## src/rtl/flicky_rom_arb_pkg.sv

```systemverilog
// Shared definitions for the Flicky program-ROM arbiter: FSM encoding,
// requester identifiers, sound-CPU ROM window and the opcode decrypt constants.
package flicky_rom_arb_pkg;

  typedef enum logic [1:0] {
    ST_IDLE    = 2'd0,
    ST_ROMWAIT = 2'd1,
    ST_DECIDX  = 2'd2,
    ST_DECDATA = 2'd3
  } state_t;

  typedef enum logic {
    REQ_MAIN = 1'b0,
    REQ_SND  = 1'b1
  } req_t;

  localparam logic [2:0] SND_BASE_DEF = 3'b100;

  // Raw bits kept as-is, and the pattern XORed onto the table byte when raw bit 7 is set.
  localparam logic [7:0] DEC_AND_MASK = 8'h57;
  localparam logic [7:0] DEC_XOR_PAT  = 8'hA8;

  // Table index: four address taps, opcode/data select, then raw bits 5 and 3 folded with bit 7.
  function automatic logic [6:0] dec_index(input logic [7:0] raw,
                                           input logic [3:0] adr_sel,
                                           input logic       m1);
    logic f;
    f = raw[7];
    return {adr_sel, ~m1, raw[5] ^ f, raw[3] ^ f};
  endfunction

endpackage

```

## src/rtl/flicky_rom_dec.sv

```systemverilog
// Combinational half of the main-CPU decryption: forms the decrypt-table index
// from the raw byte and fetch address, and mixes the table byte back into the raw one.
module flicky_rom_dec
  import flicky_rom_arb_pkg::*;
(
  input  logic [7:0] raw,
  input  logic [3:0] adr_sel,
  input  logic       m1,
  input  logic [7:0] dec_dt,
  output logic [6:0] dec_idx,
  output logic [7:0] mix_dt
);

  logic [7:0] xor_pat;

  genvar gi;
  generate
    for (gi = 0; gi < 8; gi++) begin : g_xor_pat
      assign xor_pat[gi] = DEC_XOR_PAT[gi] & raw[7];
    end
  endgenerate

  assign dec_idx = dec_index(raw, adr_sel, m1);
  assign mix_dt  = (raw & DEC_AND_MASK) | (dec_dt ^ xor_pat);

endmodule

```

## src/rtl/flicky_rom_arb.sv

```systemverilog
// Round-robin sharing of one program-ROM port between the main CPU (with
// two-step opcode/data decryption) and the sound CPU; each side sees a tagged, held byte.
module flicky_rom_arb
  import flicky_rom_arb_pkg::*;
#(
  parameter bit         DECRYPT  = 1'b1,
  parameter logic [2:0] SND_BASE = SND_BASE_DEF
) (
  input  logic        CLK48M,
  input  logic        RESET,
  input  logic        M_RD,
  input  logic        M_M1,
  input  logic [14:0] M_ADR,
  output logic [7:0]  M_DT,
  output logic        M_RDY,
  input  logic        S_RD,
  input  logic [12:0] S_ADR,
  output logic [7:0]  S_DT,
  output logic        S_RDY,
  output logic        ROM_REQ,
  output logic [15:0] ROM_ADR,
  input  logic        ROM_ACK,
  input  logic [7:0]  ROM_DT,
  output logic [6:0]  DEC_IDX,
  input  logic [7:0]  DEC_DT
);

  state_t      state_reg;
  req_t        last_reg;
  req_t        grant_reg;
  logic [14:0] fetch_adr_reg;
  logic        fetch_m1_reg;
  logic [7:0]  raw_reg;
  logic        rom_req_reg;
  logic [15:0] rom_adr_reg;
  logic [6:0]  dec_idx_reg;
  logic [7:0]  m_dt_reg;
  logic [7:0]  s_dt_reg;
  logic        m_tag_valid_reg;
  logic        m_tag_m1_reg;
  logic [14:0] m_tag_adr_reg;
  logic        s_tag_valid_reg;
  logic [12:0] s_tag_adr_reg;

  logic        m_rdy;
  logic        s_rdy;
  logic        m_pend;
  logic        s_pend;
  logic        grant_snd;
  logic [3:0]  adr_sel;
  logic [7:0]  dec_raw;
  logic [6:0]  dec_idx_next;
  logic [7:0]  mix_dt;

  // A byte is only "ready" while the CPU still asks for exactly what was fetched.
  assign m_rdy  = m_tag_valid_reg && (m_tag_m1_reg == M_M1) && (m_tag_adr_reg == M_ADR);
  assign s_rdy  = s_tag_valid_reg && (s_tag_adr_reg == S_ADR);
  assign m_pend = M_RD && !m_rdy;
  assign s_pend = S_RD && !s_rdy;

  // Sound wins only when main is idle or main was the one served last.
  assign grant_snd = s_pend && (!m_pend || (last_reg == REQ_MAIN));

  genvar gi;
  generate
    for (gi = 0; gi < 4; gi++) begin : g_adr_sel
      assign adr_sel[gi] = fetch_adr_reg[4 * gi];
    end
  endgenerate

  // The index is formed from the live ROM byte at ACK; the mix uses the captured copy.
  assign dec_raw = (state_reg == ST_ROMWAIT) ? ROM_DT : raw_reg;

  flicky_rom_dec u_dec (
    .raw     (dec_raw),
    .adr_sel (adr_sel),
    .m1      (fetch_m1_reg),
    .dec_dt  (DEC_DT),
    .dec_idx (dec_idx_next),
    .mix_dt  (mix_dt)
  );

  always_ff @(posedge CLK48M) begin
    if (RESET) begin
      state_reg       <= ST_IDLE;
      last_reg        <= REQ_SND;
      grant_reg       <= REQ_MAIN;
      fetch_adr_reg   <= '0;
      fetch_m1_reg    <= 1'b0;
      raw_reg         <= '0;
      rom_req_reg     <= 1'b0;
      rom_adr_reg     <= '0;
      dec_idx_reg     <= '0;
      m_dt_reg        <= '0;
      s_dt_reg        <= '0;
      m_tag_valid_reg <= 1'b0;
      m_tag_m1_reg    <= 1'b0;
      m_tag_adr_reg   <= '0;
      s_tag_valid_reg <= 1'b0;
      s_tag_adr_reg   <= '0;
    end else begin
      case (state_reg)
        ST_IDLE: begin
          if (m_pend || s_pend) begin
            rom_req_reg <= 1'b1;
            state_reg   <= ST_ROMWAIT;
            if (grant_snd) begin
              grant_reg     <= REQ_SND;
              last_reg      <= REQ_SND;
              fetch_adr_reg <= {2'b00, S_ADR};
              fetch_m1_reg  <= 1'b0;
              rom_adr_reg   <= {SND_BASE, S_ADR};
            end else begin
              grant_reg     <= REQ_MAIN;
              last_reg      <= REQ_MAIN;
              fetch_adr_reg <= M_ADR;
              fetch_m1_reg  <= M_M1;
              rom_adr_reg   <= {1'b0, M_ADR};
            end
          end
        end

        ST_ROMWAIT: begin
          if (ROM_ACK) begin
            rom_req_reg <= 1'b0;
            if (grant_reg == REQ_SND) begin
              s_dt_reg        <= ROM_DT;
              s_tag_valid_reg <= 1'b1;
              s_tag_adr_reg   <= fetch_adr_reg[12:0];
              state_reg       <= ST_IDLE;
            end else if (!DECRYPT) begin
              m_dt_reg        <= ROM_DT;
              m_tag_valid_reg <= 1'b1;
              m_tag_m1_reg    <= fetch_m1_reg;
              m_tag_adr_reg   <= fetch_adr_reg;
              state_reg       <= ST_IDLE;
            end else begin
              // Registering the index here gives the table its one read cycle in DECIDX.
              raw_reg     <= ROM_DT;
              dec_idx_reg <= dec_idx_next;
              state_reg   <= ST_DECIDX;
            end
          end
        end

        ST_DECIDX: begin
          state_reg <= ST_DECDATA;
        end

        ST_DECDATA: begin
          m_dt_reg        <= mix_dt;
          m_tag_valid_reg <= 1'b1;
          m_tag_m1_reg    <= fetch_m1_reg;
          m_tag_adr_reg   <= fetch_adr_reg;
          state_reg       <= ST_IDLE;
        end

        default: begin
          state_reg <= ST_IDLE;
        end
      endcase
    end
  end

  assign M_DT    = m_dt_reg;
  assign M_RDY   = m_rdy;
  assign S_DT    = s_dt_reg;
  assign S_RDY   = s_rdy;
  assign ROM_REQ = rom_req_reg;
  assign ROM_ADR = rom_adr_reg;
  assign DEC_IDX = dec_idx_reg;

endmodule

```

## config.mk

```make
export PLATFORM = sky130hd
export DESIGN_NAME = flicky_rom_arb
export DESIGN_NICKNAME = d
export VERILOG_FILES = /design/src/rtl/flicky_rom_arb_pkg.sv /design/src/rtl/flicky_rom_dec.sv /design/src/rtl/flicky_rom_arb.sv
export SDC_FILE = /design/constraint.sdc
export NUM_CORES = 1
export LEC_CHECK = 0
export ABC_AREA = 1
export CAP_MARGIN = 10
export CORE_MARGIN = 2
export CORE_UTILIZATION = 40
export CTS_CLUSTER_SIZE = 20
export DETAILED_ROUTE_END_ITERATION = 16
export MAX_ROUTING_LAYER = met4
export PLACE_DENSITY_LB_ADDON = 0.25
export SYNTH_ARGS = -nofsm -noshare
export SYNTH_HDL_FRONTEND = slang
export SYNTH_HIERARCHICAL = 1
export SYNTH_SLANG_ARGS = --single-unit
```

## constraint.sdc

```tcl
create_clock -name CLK48M -period 1.5 [get_ports CLK48M]
set_input_delay 0.3 -clock CLK48M [delete_from_list [all_inputs] [get_ports CLK48M]]
set_output_delay 0.3 -clock CLK48M [all_outputs]
set_load 0.005 [all_outputs]
```

Yosys cells after proc, flatten, opt, wreduce, memory -nomap -nowiden
Cells that the tools add are included.

Bits in registers: 99. Input bits: 50. Output and inout bits: 42. Word-level logic and storage cells: 61.

Equality and inequality tests: 8. Multiplexer cells: 12. Bitwise operators: 7. Reduce and logical (&&, ||, !) cells: 18.

Operator list (count): $mux W16 (1); $eq A15 B15 Y1 (1); $mux W15 (1); $eq A13 B13 Y1 (1); $reduce_and A3 Y1 (3); $mux W8 (1); $or A7 B8 Y8 (1); $pmux W2 S4 (1); $xor A8 B8 Y8 (1); $logic_and A1 B1 Y1 (6); $mux W2 (3); $eq A2 B2 Y1 const B (2); $mux W1 (4); $ne A2 B2 Y1 const B (2); $reduce_and A2 Y1 (2); $logic_not A1 Y1 (3); $not A1 Y1 (3); $eq A2 B1 Y1 const B (1); $logic_not A2 Y1 (1); $logic_or A1 B1 Y1 (2); $pmux W1 S2 (1); $reduce_bool A2 Y1 (1); $xor A1 B1 Y1 (2); $eq A1 B1 Y1 (1).

Longest topological paths before layout
Depth after elaboration: 9. Depth in mapped cells: 15. Mapped depth without buffers: 14.

Modules after synthesis
The synthesis kept the hierarchy.

By module, submodules not included: flicky_rom_arb (times used 1, cells each 598, area an instance 4007.6 um^2, sequential area each 1661.6 um^2); flicky_rom_dec (times used 1, cells each 31, area an instance 143.9 um^2, sequential area each 0.0 um^2).

Worst setup path after synthesis
No wires, ideal clock.

Path type: register to register. Start point: register s_tag_adr_reg[4]. End point: register fetch_adr_reg[10]. Library setup time: 0.109 ns. Arrival: 1.330 ns. Required time: 1.391 ns. Path slack: 0.061 ns. Stages on the path, launching flop included: 12. Buffers on the path: 1. Period minus slack after synthesis: 1.439 ns. Path through: dfxtp_1 inv_1 or2_1 nand4_1 nor2_1 nand2_1 nand2_4 a21oi_2 buf_4 nand3_1 nand2_1 inv_1.

Longest elaborated chain between the ends: 6. Elaborated cells on any way between the ends: 8. Those cells by class: eq/ne: 1; mux: 1; reduce/logical: 6.

Ends and longest elaborated chain: start: declaration (line flicky_rom_arb.sv:43) `logic [12:0] s_tag_adr_reg;`; start signal: assignment (line flicky_rom_arb.sv:129) `s_tag_adr_reg <= fetch_adr_reg[12:0];`; $eq A13 B13 Y1 (*) (line flicky_rom_arb.sv:57) `assign s_rdy = s_tag_valid_reg && (s_tag_adr_reg == S_ADR);`; $logic_and A1 B1 Y1 (*) (line flicky_rom_arb.sv:57); $logic_not A1 Y1 (*) (line flicky_rom_arb.sv:59) `assign s_pend = S_RD && !s_rdy;`; $logic_and A1 B1 Y1 (*) (line flicky_rom_arb.sv:59); $logic_and A1 B1 Y1 / $logic_or A1 B1 Y1 (equally long branches) (line flicky_rom_arb.sv:62, flicky_rom_arb.sv:104); $mux W15 / $reduce_and A2 Y1 (equally long branches); end signal: assignment (line flicky_rom_arb.sv:110) `fetch_adr_reg <= {2'b00, S_ADR};`; end: declaration (line flicky_rom_arb.sv:31) `logic [14:0] fetch_adr_reg;`.

Every way passes the cells marked *; elsewhere a longest branch is shown, timed or not. A chain may end at the register's enable or synchronous reset.

Final worst setup path
Start point: register m_tag_adr_reg[6]. End point: output M_RDY.

Longest elaborated chain between the ends: 2.

Ends and longest elaborated chain: start: declaration (line flicky_rom_arb.sv:41) `logic [14:0] m_tag_adr_reg;`; start signal: assignment (line flicky_rom_arb.sv:135) `m_tag_adr_reg <= fetch_adr_reg;`; start signal: assignment (line flicky_rom_arb.sv:154) `m_tag_adr_reg <= fetch_adr_reg;`; $eq A15 B15 Y1 (line flicky_rom_arb.sv:56) `assign m_rdy = m_tag_valid_reg && (m_tag_m1_reg == M_M1) && (m_tag_adr_reg == M_ADR);`; $logic_and A1 B1 Y1 (line flicky_rom_arb.sv:56); end: declaration (line flicky_rom_arb.sv:15) `output logic M_RDY,`.

No other way between the ends.

==> flow_summary.ini <==
[logic_synthesis]
synth-simple-area-share_pct = 31.2
synth_top_family_by_area = simple AND/OR/NAND/NOR gates
syn_inst = 629
synth_xor_area_share_pct = 1.05
synth_area_per_cell_um2 = 6.60
synth_top_cell_by_area = dfxtp_1
synthMuxAreaShare_pct = 0
ys_top_cells_by_area = dfxtp_1, nand2_1, nor2_1, inv_1, o21ai_0
yosysUniqueCellTypes = 35
ys_seq_area_share_pct = 40.0
ys_seq_elements = 83
synthAdderAreaFrac_pct = 0
yosysWarningCount = 6
syn_nets = 679
synth_compound_area_share_pct = 15.0
syn_area_um2 = 4150
yosys.area.top_type_share_pct = 40.0

[hold_path]
min_from = M_ADR[13]
hold_depth = 4
hp-class = in2reg
hold_end = fetch_adr_reg[13]$_SDFFE_PP0P_

[worst_setup_path]
reg2reg_slack_ns = -0.29
r2r-end = fetch_adr_reg[0]$_SDFFE_PP0P_
end_kind = output port
required_ns = 1.20
critPathKind = reg2out
start_kind = flop
r2r_cells = 13
critPathMaxFanout = 2
rr_startpoint = s_tag_adr_reg[4]$_SDFFE_PP0P_
crit_arrival_ns = 1.59

[place]
hpwl_mm = 9.42
placed_cells = 914
portBuffers = 91
placed_area_um2 = 5740
globalplace.congestion = 0.856

[final_layout]
drive_above_1_share_pct = 36.9
nets = 875
largest_register_ffs = 15
antenna_cells = 0
design_area_um2 = 6920
syn_to_final_growth_pct = 66.7
instances_no_fill = 966

[timing]
worst-slew-pin-transition_ns = 0.369
max_freq_mhz = 528
final-setup-viol-count = 36
finClkSkew_ns = 0.00864
period_minus_slack_ns = 1.89
slew_viol_final = 0
fin_ws_ns = -0.393
slew_headroom_pct = 75.1
hold_viol = 0
rsz0062_at_grt = true
tns_ns = -6.92
period_share_pct = 126
whs_ns = 0.338

[floorplan]
pin_count = 92
start_util_pct = 40.8
die_h_um = 106
placementRows = 37
die_area_um2 = 11200
coreArea_um2 = 10200
die_w_um = 106

[drt]
met2_length_mm = 7.29
drt_wl_total_mm = 14.9
drtAntennaViolNets = 0
wl_per_cell_um = 15.4
firstDrtPassIters = 6
maxUsedRoutingLayer = met4
vias = 4864
via_per_inst = 5.04
met3WireLength_um = 920
met1_length_mm = 6.12
drt_first_iter_violations = 272
route.detailed.drc = 0

[clock_tree]
holdBufCountCts = 0
clkSinkCount = 83
htreeDepth = 3
cts_tree = built
cts_buffers = 9
clk_pin_slew_ns = 0.08
clock_latency_ns = 0.37
cts_root_buffer = clkbuf_8
cts_buffer_depth = 2

[global_routing]
first_global_vias = 4770
grt_pass1_wl_mm = 23.0
track_usage_pct = 26.8
antenna_found_initial = 0
grt_max_degree = 43
overflow = 0

[power_and_ir_drop]
power_mw = 5.61
leakage_nw = 3.39
ir_drop_mv = 0.407
cellPowerDensity_nw_per_um2 = 810

[status]
outcome = finished with violations
violations = setup timing

[job]
cap_viol_max_count = 0
metrics by stage:
| stage | util [%] | worst slack (ns) |
|---|---|---|
| final | 67.9 | -0.393 |
| after global routing | 67.9 | -0.479 |
| after CTS | 63.3 | -0.462 |
| after detailed placement | 56.4 | -0.954 |
| after global placement | 56.4 | -1.01 |
| after floorplan | - | 0.0611 |
synthesized netlist by cell type (all sizes together):
cell type,count
clkbuf,14
or2,6
clkinv,1
xnor2,3
dfxtp,83
nor4,1
nand3,33
xor2,2
o211ai,1
a21oi,48
a221oi,1
o21ai,68
nor3,4
a2111oi,2
inv,95
nor3b,1
nand4,9
nand2,150
nor2,92
buf,15
layout make-up:
| type | instances | area, um2 |
|---|---|---|
| clock buffer | 12 | 155 |
| timing repair buffer | 210 | 1930 |
| inverter | 96 | 379 |
| tap | 136 | 170 |
| sequential | 83 | 1720 |
| clock inverter | 4 | 25.0 |
| fill | 845 | 3270 |
| multi-input combinational | 425 | 2540 |
logic make-up after synthesis:
logic type,after synthesis
buffers and inverters,125
AND/OR/NAND/NOR,296
AO/OA/AOI/OAI,120
flip-flops,83
XOR/XNOR,5
power by group:
part,internal (mW),total [mW],switching [mW],leakage (nW)
clock network,0.688,1.54,0.852,0.0884
logic,0.768,1.62,0.852,2.61
registers,2.35,2.45,0.0948,0.695
total,3.81,5.61,1.80,3.39
cells in the final DEF, fill, tap and decap left out, types with 3 or more instances in the layout:
cell	instances
o21ai_2	7
clkdlybuf4s50_1	23
clkinvlp_4	3
xnor2_2	3
nand4_1	9
nand2_4	13
o21ai_1	10
buf_6	13
buf_4	96
dlymetal6s2s_1	9
inv_1	81
nor2_1	68
dlygate4sd2_1	57
nor3_2	3
inv_2	10
nand2_8	6
buf_12	5
dfxtp_2	39
o21ai_0	51
nor2_2	9
nand3_1	8
nand3_4	3
a21oi_2	3
nor2_4	15
nand2_2	18
clkbuf_8	11
nand3_2	22
dfxtp_1	42
nand2_1	117
a21oi_1	43
or2_4	3
worst max-delay path, stage by stage, from the launching register on:
cell and delay (ns):
dfxtp_2 0.36, xnor2_2 0.17, nand3_1 0.12, a2111oi_2 0.22, nand2_1 0.10, nor3_2 0.12, buf_2 0.13
worst max-delay path by stage:
stage | slack (ns) | endpoint | startpoint | cells after the start
2_1_floorplan | 0.06 | fetch_adr_reg[10]$_SDFFE_PP0P_ | s_tag_adr_reg[4]$_SDFFE_PP0P_ | 11
3_3_place_gp | -1.01 | M_RDY | M_ADR[11] | 8
3_5_place_dp | -0.95 | M_RDY | M_ADR[6] | 7
4_1_cts | -0.46 | M_RDY | m_tag_adr_reg[6]$_SDFFE_PP0N_ | 6
5_1_grt | -0.48 | M_RDY | m_tag_adr_reg[6]$_SDFFE_PP0N_ | 6
6_report | -0.39 | M_RDY | m_tag_adr_reg[6]$_SDFFE_PP0N_ | 6
metal layers:
metal | vias up | GRT usage, %
li1 | 2373 | -
met1 | 2266 | 31.1
met2 | 182 | 44.9
met3 | 43 | 5.44
met4 | 0 | 11.7
met5 | - | -
timing repair:
action                     4_1_cts  5_1_grt
gates resized for setup        181      108
buffers inserted                17       12
cloned                           5        2
setup endpoints to repair       63       52
pin swaps                       48       53
(Power assumes the default switching activity.)
